[src/rtl/sram_controller.sv]
// sram_controller: serves 32-bit MEM-stage loads/stores on a 16-bit asynchronous
// SRAM as two half-word phases (low half, then high half), holding the pipeline
// with ready=0 until the full word has been transferred.
module sram_controller #(
  parameter int BASE_ADDR     = 1024,
  parameter int SRAM_ADDR_LEN = 18,
  parameter int HALF_CYCLES   = 2
) (
  input  logic                     clk,
  input  logic                     rst,
  input  logic                     wr_en,
  input  logic                     rd_en,
  input  logic [31:0]              address,
  input  logic [31:0]              write_data,
  output logic [31:0]              read_data,
  output logic                     ready,
  output logic [SRAM_ADDR_LEN-1:0] sram_addr,
  input  logic [15:0]              sram_dq_in,
  output logic [15:0]              sram_dq_out,
  output logic                     sram_dq_oe,
  output logic                     sram_we_n,
  output logic                     sram_oe_n,
  output logic                     sram_ce_n,
  output logic                     sram_ub_n,
  output logic                     sram_lb_n
);

  typedef enum logic [1:0] {IDLE, LOW, HIGH, DONE} state_t;

  localparam logic [31:0] BASE = 32'(BASE_ADDR);
  localparam logic [3:0]  LAST = 4'(HALF_CYCLES - 1);

  state_t                   state;
  state_t                   next_state;
  logic [3:0]               counter;
  logic                     op_write;
  logic [SRAM_ADDR_LEN-2:0] word_lat;
  logic [15:0]              data_hi;

  logic [31:0]              word;
  logic                     request;
  logic                     phase_end;
  logic                     unused_bits;

  // Word index relative to the SRAM base; address[1:0] falls out in the shift.
  assign word        = (address - BASE) >> 2;
  assign request     = wr_en | rd_en;
  assign phase_end   = (counter == LAST);
  assign unused_bits = ^word[31:SRAM_ADDR_LEN-1];

  // Chip enable and byte lanes stay permanently active.
  assign sram_ce_n = 1'b0;
  assign sram_ub_n = 1'b0;
  assign sram_lb_n = 1'b0;

  // State register.
  always_ff @(posedge clk) begin
    if (rst) state <= IDLE;
    else     state <= next_state;
  end

  // Next-state logic plus the SRAM strobes and the pipeline stall signal.
  always_comb begin
    next_state = state;
    ready      = 1'b0;
    sram_we_n  = 1'b1;
    sram_oe_n  = 1'b1;
    sram_dq_oe = 1'b0;
    case (state)
      IDLE: begin
        ready = ~request;
        if (request) next_state = LOW;
      end
      LOW, HIGH: begin
        if (op_write) begin
          sram_we_n  = 1'b0;
          sram_dq_oe = 1'b1;
        end else begin
          sram_oe_n = 1'b0;
        end
        if (phase_end) next_state = (state == LOW) ? HIGH : DONE;
      end
      DONE: begin
        ready      = 1'b1;
        next_state = IDLE;
      end
      default: next_state = IDLE;
    endcase
  end

  // Request latching, phase counter, SRAM address/data registers and load capture.
  always_ff @(posedge clk) begin
    if (rst) begin
      counter     <= 4'd0;
      op_write    <= 1'b0;
      word_lat    <= '0;
      data_hi     <= 16'h0000;
      read_data   <= 32'h0000_0000;
      sram_addr   <= '0;
      sram_dq_out <= 16'h0000;
    end else begin
      case (state)
        IDLE: begin
          if (request) begin
            op_write    <= wr_en;
            word_lat    <= word[SRAM_ADDR_LEN-2:0];
            data_hi     <= write_data[31:16];
            counter     <= 4'd0;
            sram_addr   <= {word[SRAM_ADDR_LEN-2:0], 1'b0};
            sram_dq_out <= write_data[15:0];
          end
        end
        LOW: begin
          if (!op_write && phase_end) read_data[15:0] <= sram_dq_in;
          if (phase_end) begin
            counter     <= 4'd0;
            sram_addr   <= {word_lat, 1'b1};
            sram_dq_out <= data_hi;
          end else begin
            counter <= counter + 4'd1;
          end
        end
        HIGH: begin
          if (!op_write && phase_end) read_data[31:16] <= sram_dq_in;
          if (phase_end) counter <= 4'd0;
          else           counter <= counter + 4'd1;
        end
        default: ;
      endcase
    end
  end

endmodule

[config.mk]
export PLATFORM = sky130hd
export DESIGN_NAME = sram_controller
export DESIGN_NICKNAME = d
export VERILOG_FILES = /design/src/rtl/sram_controller.sv
export SDC_FILE = /design/constraint.sdc
export NUM_CORES = 1
export LEC_CHECK = 0
export BUFFER_PORTS_ARGS = -buffer_cell sky130_fd_sc_hd__buf_2
export CAP_MARGIN = 40
export CORE_UTILIZATION = 35
export DETAILED_ROUTE_END_ITERATION = 10
export PLACE_DENSITY = 0.67
export SETUP_SLACK_MARGIN = 0.5
export SLEW_MARGIN = 5
export SYNTH_ARGS = -nofsm -noshare
export SYNTH_HDL_FRONTEND = slang
export SYNTH_SLANG_ARGS = --single-unit
[constraint.sdc]
create_clock -name clk -period 1.65 [get_ports clk]
set_input_delay 0.0825 -clock clk [delete_from_list [all_inputs] [get_ports clk]]
set_output_delay 0.0825 -clock clk [all_outputs]
set_load 0.02 [all_outputs]
==> results.py, run 1 <==
metrics = {
    "clock_tree": {
        "clk_latency_ns": 0.35,
        "clock_sinks": 106,
        "clk_path_buf_depth": 2,
        "cts_root_buf": "clkbuf_16",
        "htreeDepth": 3,
        "cts_buffers": 9,
        "cts_tree": "built",
        "path_clk_slew_ns": 0.07,
    },
    "synthesis": {
        "netlist_instances": 529,
        "syn_area_um2": 4542,
        "syn_area_per_cell_um2": 8.586,
        "ys_warn_count": 0,
        "ys_seq_area_frac": 0.4672,
        "synth_cell_types": 46,
        "synth.ff_latch_count": 106,
    },
    "timing": {
        "period_minus_slack_ns": 1.741,
        "slew_viol_final": 0,
        "rsz0062_at_grt": "true",
        "post-route-period-util": 1.055,
        "finalWorstSetupSlack_ns": -0.09068,
        "setup_viol": 35,
        "clock_skew_ns": 0.006722,
        "fin_tns_setup_ns": -1.559,
        "max_freq_mhz": 574.5,
        "worstMarginPinSlew_ns": 0.6422,
        "hold_viol": 0,
        "maxSlewHeadroom": 0.5714,
    },
    "routing": {
        "drt_iter0_markers": 199,
        "vias": 4699,
        "firstDrtPassIters": 4,
        "drcViolationCount": 0,
        "antenna_left": 0,
        "vias_per_cell": 5.064,
        "routedWlPerCell_um": 17.05,
        "routed_wl_um": 15820,
    },
    "power_and_ir_drop": {
        "cellPowerDensity_nw_per_um2": 1253,
        "power_frac_comb": 0.451,
        "ir_drop_mv": 0.4742,
        "leakage_uw": 0.003273,
        "switchingPower_uw": 3504,
        "swShare": 0.3607,
        "power_frac_seq": 0.331,
        "power.total_uw": 9715,
        "pwr-share-clk": 0.218,
        "cell_internal_pwr_uw": 6211,
    },
    "setup_path": {
        "cp-start-kind": "flop",
        "slowest_stage": "or3b_4",
        "cp.required_ns": 1.88,
        "crit_path_max_fanout": 8,
        "criticalPathCategory": "flop to flop",
        "worst_ep_arrival_time_ns": 1.97,
        "path_cells": "inv_2 > ha_4 > or3b_4 > a22oi_4 > buf_12 > buf_8 > clkbuf_16 > a211oi_2",
        "reg2reg_slack_ns": -0.09,
        "max_stage_delay_ns": 0.40,
        "crit_path_end_kind": "flop",
    },
    "global_route": {
        "grt_pass1_wl_um": 22040,
        "grt_antenna_before_repair": 0,
        "grt_max_degree": 66,
        "grt_pass1_vias": 4523,
        "grt_overflow_total": 0,
        "grt_util_all_layers": 0.2154,
    },
    "die": {
        "rows": 41,
        "die_h_um": 115.9,
        "pin_count": 157,
        "die_width_um": 115.9,
        "core_area_um2": 12620,
        "start_util": 0.3599,
        "dieArea_um2": 13440,
    },
    "placement": {
        "dp_hpwl_um": 8176,
        "place_ws_ns": -0.07126,
        "globalplace.congestion": 0.7539,
        "io_buffers": 138,
        "dpl_cell_area_um2": 5653,
    },
    "status": {
        "violations": "setup timing",
        "status": "finished, violations left",
    },
    "finish": {
        "layout-drive-gt1-share": 0.5265,
        "fin_util": 0.6142,
        "diodes": 0,
        "nets": 842,
        "final_common_cell": "buf_2",
        "fin_area_um2": 7751,
        "syn_to_final_growth_pct": 70.66,
        "layout_common_cells": "133 x buf_2, 102 x dfxtp_1, 77 x nand2_1, 41 x dlygate4sd3_1, 36 x a21oi_1",
    },
    "job": {
        "cap_violations": 0,
    },
    "hold_path": {
        "holdCritPathClass": "input pin to flop",
    },
}
-- cell type report --
type                    instances  area [um^2]
fillers                      1003         4868
multi-input cells             377         2932
repair buffers                249         2145
flip-flops and latches        106         2135
clock buffers                  13        270.3
well taps                     172        215.2
inverters                       8        35.03
clock inverters                 3        20.02
-- power groups by stage --
stage	Clock [uW]	Combinational, uW	Sequential (uW)
3_5_place_dp	0	2680	3220
2_1_floorplan	0	1710	3500
4_1_cts	2120	3550	3160
3_3_place_gp	0	2610	3200
6_report	2120	4380	3220
5_1_grt	2230	4630	3250
-- worst max-delay path: cells and delay by family (launching register included) --
family	cells	cell delay (ns)
compound gates	2	0.25
fa+ha+maj	1	0.13
buf+inv	4	0.50
flops	1	0.32
simple gates	1	0.40
-- flip-flops by register name, indices dropped and copies added, names as in the netlist --
signal / cells
counter: 4
op_write: 1
data_hi: 16
sram_dq_out: 16
word_lat: 17
read_data: 32
sram_addr: 18
state: 2
-- per-layer routing --
metal  track usage  part of all wire
met1        0.2406              0.41
met2        0.3940              0.52
met3       0.04079             0.052
met4       0.09915             0.025
met5             0                 0
-- synth_stat cells, drive strengths merged --
library cell / instances / area (um^2)
a22oi: 1 / 21.27
nor3: 4 / 36.29
inv: 8 / 30.03
mux2i: 27 / 270.3
a21oi: 68 / 340.3
nor2b: 2 / 12.51
a22o: 1 / 8.760
a2111oi: 2 / 17.52
nand2: 132 / 495.5
conb: 1 / 3.750
nor3b: 4 / 35.03
xnor2: 5 / 43.79
nand3b: 1 / 7.510
buf: 18 / 122.6
nand3: 7 / 35.03
xor2: 4 / 35.03
a211oi: 29 / 322.8
and2: 2 / 12.51
nor4: 1 / 6.260
or4b: 1 / 10.01
o221ai: 2 / 17.52
nand2b: 4 / 25.02
clkbuf: 23 / 87.58
nor2: 41 / 153.9
a31oi: 1 / 6.260
o21a: 3 / 22.52
dfxtp: 106 / 2122
or3b: 2 / 17.52
nor4b: 1 / 8.760
o22ai: 1 / 6.260
a31o: 2 / 17.52
ha: 7 / 87.58
o21ai: 16 / 83.83
o221a: 1 / 11.26
or4: 1 / 7.510
-- timing repair --
item | 4_1_cts | 5_1_grt
endpoints found under the setup margin | 109 | 110
pin swaps | 25 | 39
hold buffers | 41 | 0
gates cloned | 10 | 3
endpoints found under the hold margin | 57 | 0
gates resized for setup | 81 | 155
setup buffers | 21 | 11
-- through the flow --
stage / instances / hold slack, ns
after global routing: 928 / 0.09990
after floorplan: 531 / 0.1808
after detailed placement: 826 / 0.3406
after global placement: 826 / 0.3341
final: 928 / 0.07424
after CTS: 914 / 0.06753
-- cells by family (layout without fill, tap and decap cells) --
family | Yosys count | count (layout) | share of synthesized area
AND/OR/NAND/NOR | 203 | 203 | 0.1901
AO/OA/AOI/OAI | 127 | 128 | 0.1928
flip-flops | 106 | 106 | 0.4672
buffers and inverters | 49 | 273 | 0.05289
multiplexers | 27 | 27 | 0.05950
XOR/XNOR | 9 | 9 | 0.01735
adder cells (fa/ha/maj) | 7 | 7 | 0.01928
other | 1 | 3 | 0.0008257
-- final timing paths --
| path | cells past startpoint | from | end |
|---|---|---|---|
| worst max-delay path | 8 | counter[1]$_SDFFE_PP0P_ | sram_dq_out[8]$_SDFFE_PP0P_ |
| worst min-delay path | 3 | address[18] | word_lat[16]$_SDFFE_PP0P_ |
| worst max register to register | 8 | counter[1]$_SDFFE_PP0P_ | sram_dq_out[8]$_SDFFE_PP0P_ |
| worst min register to register | 2 | sram_addr[14]$_SDFFE_PP0P_ | sram_addr[14]$_SDFFE_PP0P_ |
Power figures use the tool's default switching activity.
==> inputs of run 2 (changes only) <==
- CTS_BUF_LIST: default -> sky130_fd_sc_hd__clkbuf_8
==> results.py, run 2 (synthesis results as in run 1) <==
metrics = {
    "routing": {
        "routedWlPerCell_um": 15.81,
        "drcViolationCount": 0,
        "top_layer": "met4",
        "drt-met1-wl_um": 6138,
        "vias_per_cell": 4.912,
        "antenna_left": 0,
        "wl_met2_um": 7499,
        "firstDrtPassIters": 5,
        "vias": 4539,
        "routed_wl_um": 14610,
        "drt_iter0_markers": 284,
        "wl_met3_um": 723,
    },
    "timing": {
        "maxSlewHeadroom": 0.6450,
        "max_freq_mhz": 571.7,
        "slew_viol_final": 0,
        "setup_viol": 32,
        "hold_viol": 0,
        "worstMarginPinSlew_ns": 0.5319,
        "rsz0062_at_grt": "true",
        "clock_skew_ns": 0.009442,
        "post-route-period-util": 1.060,
        "finalWorstSetupSlack_ns": -0.09915,
        "fin_tns_setup_ns": -1.637,
        "hold_ws_ns": 0.05500,
        "period_minus_slack_ns": 1.749,
    },
    "job": {
        "cap_violations": 0,
    },
    "finish": {
        "largest_register_ffs": 32,
        "diodes": 0,
        "final_common_cell": "buf_2",
        "reg_top3": "read_data x32, sram_addr x18, word_lat x17",
        "fin_cells": 924,
        "fin_util": 0.5782,
        "syn_to_final_growth_pct": 60.66,
        "layout-drive-gt1-share": 0.4668,
        "nets": 838,
        "regMostFlops": "read_data",
        "layout_common_cells": "133 x buf_2, 107 x nand2_1, 101 x dfxtp_1, 43 x a21oi_1, 41 x dlygate4sd3_1",
    },
    "power_and_ir_drop": {
        "ir_drop_mv": 0.4048,
        "leakage_uw": 0.003084,
        "cellPowerDensity_nw_per_um2": 1186,
    },
    "placement": {
        "place_ws_ns": -0.07126,
        "globalplace.congestion": 0.7539,
        "io_buffers": 138,
        "dp_hpwl_um": 8176,
        "placed_cells": 826,
    },
    "setup_path": {
        "cp-start-kind": "flop",
        "worst_ep_arrival_time_ns": 2.00,
        "reg2reg_from": "state[1]$_SDFFE_PP0P_",
        "criticalPathCategory": "flop to flop",
        "reg2reg_depth": 10,
        "startpoint": "state[1]$_SDFFE_PP0P_",
        "r2r_end": "sram_dq_out[3]$_SDFFE_PP0P_",
        "reg2reg_slack_ns": -0.1,
        "crit_path_max_fanout": 8,
        "cp.required_ns": 1.90,
        "crit_path_end_kind": "flop",
    },
    "global_route": {
        "grt_pass1_wl_um": 20270,
        "grt_pass1_vias": 4327,
        "grt_overflow_total": 0,
        "grt_max_degree": 66,
        "grt_util_all_layers": 0.1947,
        "grt_antenna_before_repair": 0,
    },
    "clock_tree": {
        "cts_buffers": 9,
        "htreeDepth": 3,
        "clock_sinks": 106,
        "cts_root_buf": "clkbuf_8",
        "path_clk_slew_ns": 0.09,
        "clk_latency_ns": 0.38,
        "cts_tree": "built",
        "clk_path_buf_depth": 2,
    },
    "die": {
        "pin_count": 157,
        "die_h_um": 115.9,
        "start_util": 0.3599,
        "die_width_um": 115.9,
        "rows": 41,
        "core_area_um2": 12620,
        "dieArea_um2": 13440,
    },
    "hold_path": {
        "min_to": "word_lat[16]$_SDFFE_PP0P_",
        "holdCritStartpoint": "address[18]",
        "hold_depth": 3,
        "holdCritPathClass": "input pin to flop",
    },
    "status": {
        "status": "finished, violations left",
        "violations": "setup timing",
    },
}
## run 2: cell count changes in the layout (fill, tap and decap cells not counted), sizes merged
cell,before,now
buf,205,197
clkbuf,16,19
inv,10,11
## run 2: worst max path at each step
stage               cells after the start                          end  slack [ns]
global placement                        6   sram_addr[12]$_SDFFE_PP0P_      -0.004
CTS                                     8                        ready       -0.07
detailed placement                      7  sram_dq_out[8]$_SDFFE_PP0P_       -0.07
finish                                 10  sram_dq_out[3]$_SDFFE_PP0P_        -0.1
global route                            9   sram_addr[17]$_SDFFE_PP0P_       -0.14
floorplan                               8   sram_addr[15]$_SDFFE_PP0P_       -0.02
## run 2: timing repair
| action | CTS | global route |
|---|---|---|
| pin swaps | 23 | 36 |
| gates cloned | 3 | 10 |
| setup endpoints to repair | 109 | 109 |
| hold buffers | 41 | 0 |
| gates resized for setup | 62 | 94 |
| endpoints found under the hold margin | 57 | 0 |
| buffers inserted | 15 | 13 |
## run 2: area by class of cell
class	instances	area (um^2)
timing repair buffer	245	2029
sequential	106	2136
clock inverter	4	23.77
inverter	8	35.03
tap	172	215.2
clock buffer	12	165.2
multi-input combinational	377	2693
fill	1087	5323
## run 2: routing by layer
layer,track usage,vias to the layer above
met5,0,-
met4,0.08205,0
met3,0.04236,17
met2,0.3516,129
met1,0.2206,2167
li1,-,2226
## run 2: through the flow
stage | area (um^2) | power [uW]
after floorplan | 4811 | 5207
after global placement | 5653 | 5811
after detailed placement | 5653 | 5897
after CTS | 6626 | 7847
after global routing | 7297 | 9095
final | 7297 | 8653
## run 2: power breakdown
group / switching, uW / internal [uW]
combinational: 2050 / 1890
sequential: 224 / 2950
clock: 872 / 673
total: 3150 / 5510
## run 2: critical path, stage by stage (launching register included)
cell and delay [ns]:
dfxtp_4 0.36, inv_4 0.06, buf_6 0.09, ha_4 0.18, buf_6 0.14, nand2b_4 0.06
a22oi_4 0.21, buf_12 0.16, buf_8 0.12, clkbuf_16 0.16, a211oi_2 0.07
==> inputs of run 3 (changes only) <==
- PLACE_DENSITY: 0.67 -> default
- PLACE_DENSITY_LB_ADDON: default -> 0.05
==> results.py, run 3 (synthesis results as in run 1) <==
metrics = {
    "setup_path": {
        "reg2reg_slack_ns": -0.03,
        "reg2reg_from": "counter[1]$_SDFFE_PP0P_",
        "cp.required_ns": 1.90,
        "cpLargestDelayFamily": "buffers and inverters",
        "path_cells": "inv_2 > ha_4 > or3b_4 > a22oi_4 > buf_12 > buf_6 > buf_16 > a211oi_2",
        "max_stage_delay_ns": 0.40,
        "slowest_stage": "or3b_4",
        "reg2reg_depth": 8,
        "worst_ep_arrival_time_ns": 1.93,
        "critPathBufInv": 4,
        "critical_path_depth": 8,
        "cp-start-kind": "flop",
        "crit_path_end_kind": "flop",
        "r2r_end": "sram_dq_out[7]$_SDFFE_PP0P_",
        "criticalPathCategory": "flop to flop",
        "crit_path_max_fanout": 8,
    },
    "clock_tree": {
        "path_clk_slew_ns": 0.10,
        "cts_tree": "built",
        "htreeDepth": 3,
        "clock_sinks": 106,
        "clk_latency_ns": 0.38,
        "cts_root_buf": "clkbuf_8",
        "cts_buffers": 9,
        "clk_path_buf_depth": 2,
    },
    "finish": {
        "reg_top3": "read_data x32, sram_addr x18, word_lat x17",
        "fin_area_um2": 7249,
        "fillers": 1180,
        "nets": 835,
        "layout_common_cells": "133 x buf_2, 106 x nand2_1, 102 x dfxtp_1, 60 x a21oi_1, 41 x dlygate4sd3_1",
        "diodes": 0,
        "largest_register_ffs": 32,
        "layout-drive-gt1-share": 0.4753,
        "fin_cells": 921,
        "syn_to_final_growth_pct": 59.61,
        "final_common_cell": "buf_2",
        "regMostFlops": "read_data",
    },
    "power_and_ir_drop": {
        "leakage_uw": 0.003026,
        "ir_drop_mv": 0.4883,
        "cellPowerDensity_nw_per_um2": 1211,
    },
    "die": {
        "die_h_um": 115.9,
        "core_area_um2": 12620,
        "dieArea_um2": 13440,
        "die_width_um": 115.9,
        "pin_count": 157,
        "start_util": 0.3599,
        "rows": 41,
    },
    "timing": {
        "max_freq_mhz": 596.8,
        "rsz0062_at_grt": "true",
        "slew_viol_final": 0,
        "post-route-period-util": 1.015,
        "setup_viol": 15,
        "maxSlewHeadroom": 0.5487,
        "worstMarginPinSlew_ns": 0.6762,
        "hold_viol": 0,
        "finalWorstSetupSlack_ns": -0.02547,
        "clock_skew_ns": 0.01027,
        "period_minus_slack_ns": 1.675,
    },
    "placement": {
        "dpl_cell_area_um2": 5684,
        "io_buffers": 138,
        "placed_cells": 830,
        "globalplace.congestion": 0.7770,
        "dp_hpwl_um": 8217,
    },
    "routing": {
        "routed_wl_um": 13670,
        "vias_per_cell": 4.825,
        "routedWlPerCell_um": 14.85,
        "drt_iter0_markers": 213,
        "firstDrtPassIters": 4,
        "antenna_left": 0,
        "vias": 4444,
        "drcViolationCount": 0,
    },
    "global_route": {
        "grt_antenna_before_repair": 0,
        "grt_overflow_total": 0,
        "grt_max_degree": 82,
        "grt_pass1_vias": 4211,
        "grt_pass1_wl_um": 20960,
        "grt_util_all_layers": 0.2037,
    },
    "hold_path": {
        "holdCritPathClass": "input pin to flop",
        "min_to": "word_lat[16]$_SDFFE_PP0P_",
        "hold_depth": 3,
        "holdCritStartpoint": "address[18]",
    },
    "job": {
        "cap_violations": 0,
    },
    "status": {
        "violations": "setup timing",
        "status": "finished, violations left",
    },
}
[run 3: cell types whose count changed in the layout (fill, tap and decap cells not counted), sizes merged]
cell      delta
buf          +4
clkbuf       -7
clkinv       +1
clkinvlp     +2
inv          -2
o21a         -1
[run 3: per-layer routing]
layer  track usage  routed length, um
met1        0.2484               5897
met2        0.3460               6737
met3       0.05387                836
met4       0.07094                201
met5             0                  0
[run 3: how the worst max path moves through the flow]
stage / slack [ns] / end / from
floorplan: -0.02 / sram_addr[15]$_SDFFE_PP0P_ / counter[1]$_SDFFE_PP0P_
global placement: -0.07 / sram_addr[1]$_SDFFE_PP0P_ / counter[1]$_SDFFE_PP0P_
detailed placement: -0.12 / sram_dq_out[7]$_SDFFE_PP0P_ / counter[1]$_SDFFE_PP0P_
CTS: -0.04 / ready / state[0]$_SDFFE_PP0P_
global route: -0.10 / ready / state[0]$_SDFFE_PP0P_
finish: -0.03 / sram_dq_out[7]$_SDFFE_PP0P_ / counter[1]$_SDFFE_PP0P_
[run 3: area by class of cell]
type                            instances  area (um^2)  share of cell area
Multi-Input combinational cell        376         2648              0.3652
Clock inverter                          5        35.03            0.004833
Inverter                                8        38.79            0.005350
Clock buffer                           11        151.4             0.02088
Sequential cell                       106         2132              0.2941
Timing Repair Buffer                  243         2029              0.2799
Tap cell                              172        215.2             0.02969
[run 3: per-stage QoR]
stage / worst slack [ns] / util / TNS (ns) / total power, uW / hold WS (ns)
floorplan: -0.01932 / - / -0.4006 / 5207 / 0.1808
global placement: -0.06709 / 0.4504 / -1.017 / 5893 / 0.3333
detailed placement: -0.1175 / 0.4504 / -2.453 / 5944 / 0.3402
CTS: -0.03995 / 0.5480 / -0.6343 / 8475 / 0.01577
global route: -0.1001 / 0.5745 / -3.432 / 9293 / 0.03776
finish: -0.02547 / 0.5745 / -0.1813 / 8778 / 0.04459
[run 3: what timing repair did]
action                     CTS  global route
resized for setup           95            58
pin swaps                   13            26
hold endpoints to repair    57             0
setup endpoints to repair  110           110
hold buffers                41             0
setup buffers               15             9
cloned                       9             1
[run 3: report_power, final]
group,switching [uW],internal (uW)
logic,2040,1980
registers,251,2950
clock network,921,639
[run 3: worst register-to-register path: cells and delay by family (launching register included)]
family	cells	cell delay (ns)
fa+ha+maj	1	0.12
buf+inv	4	0.49
simple gates	1	0.40
flops	1	0.34
compound gates	2	0.22
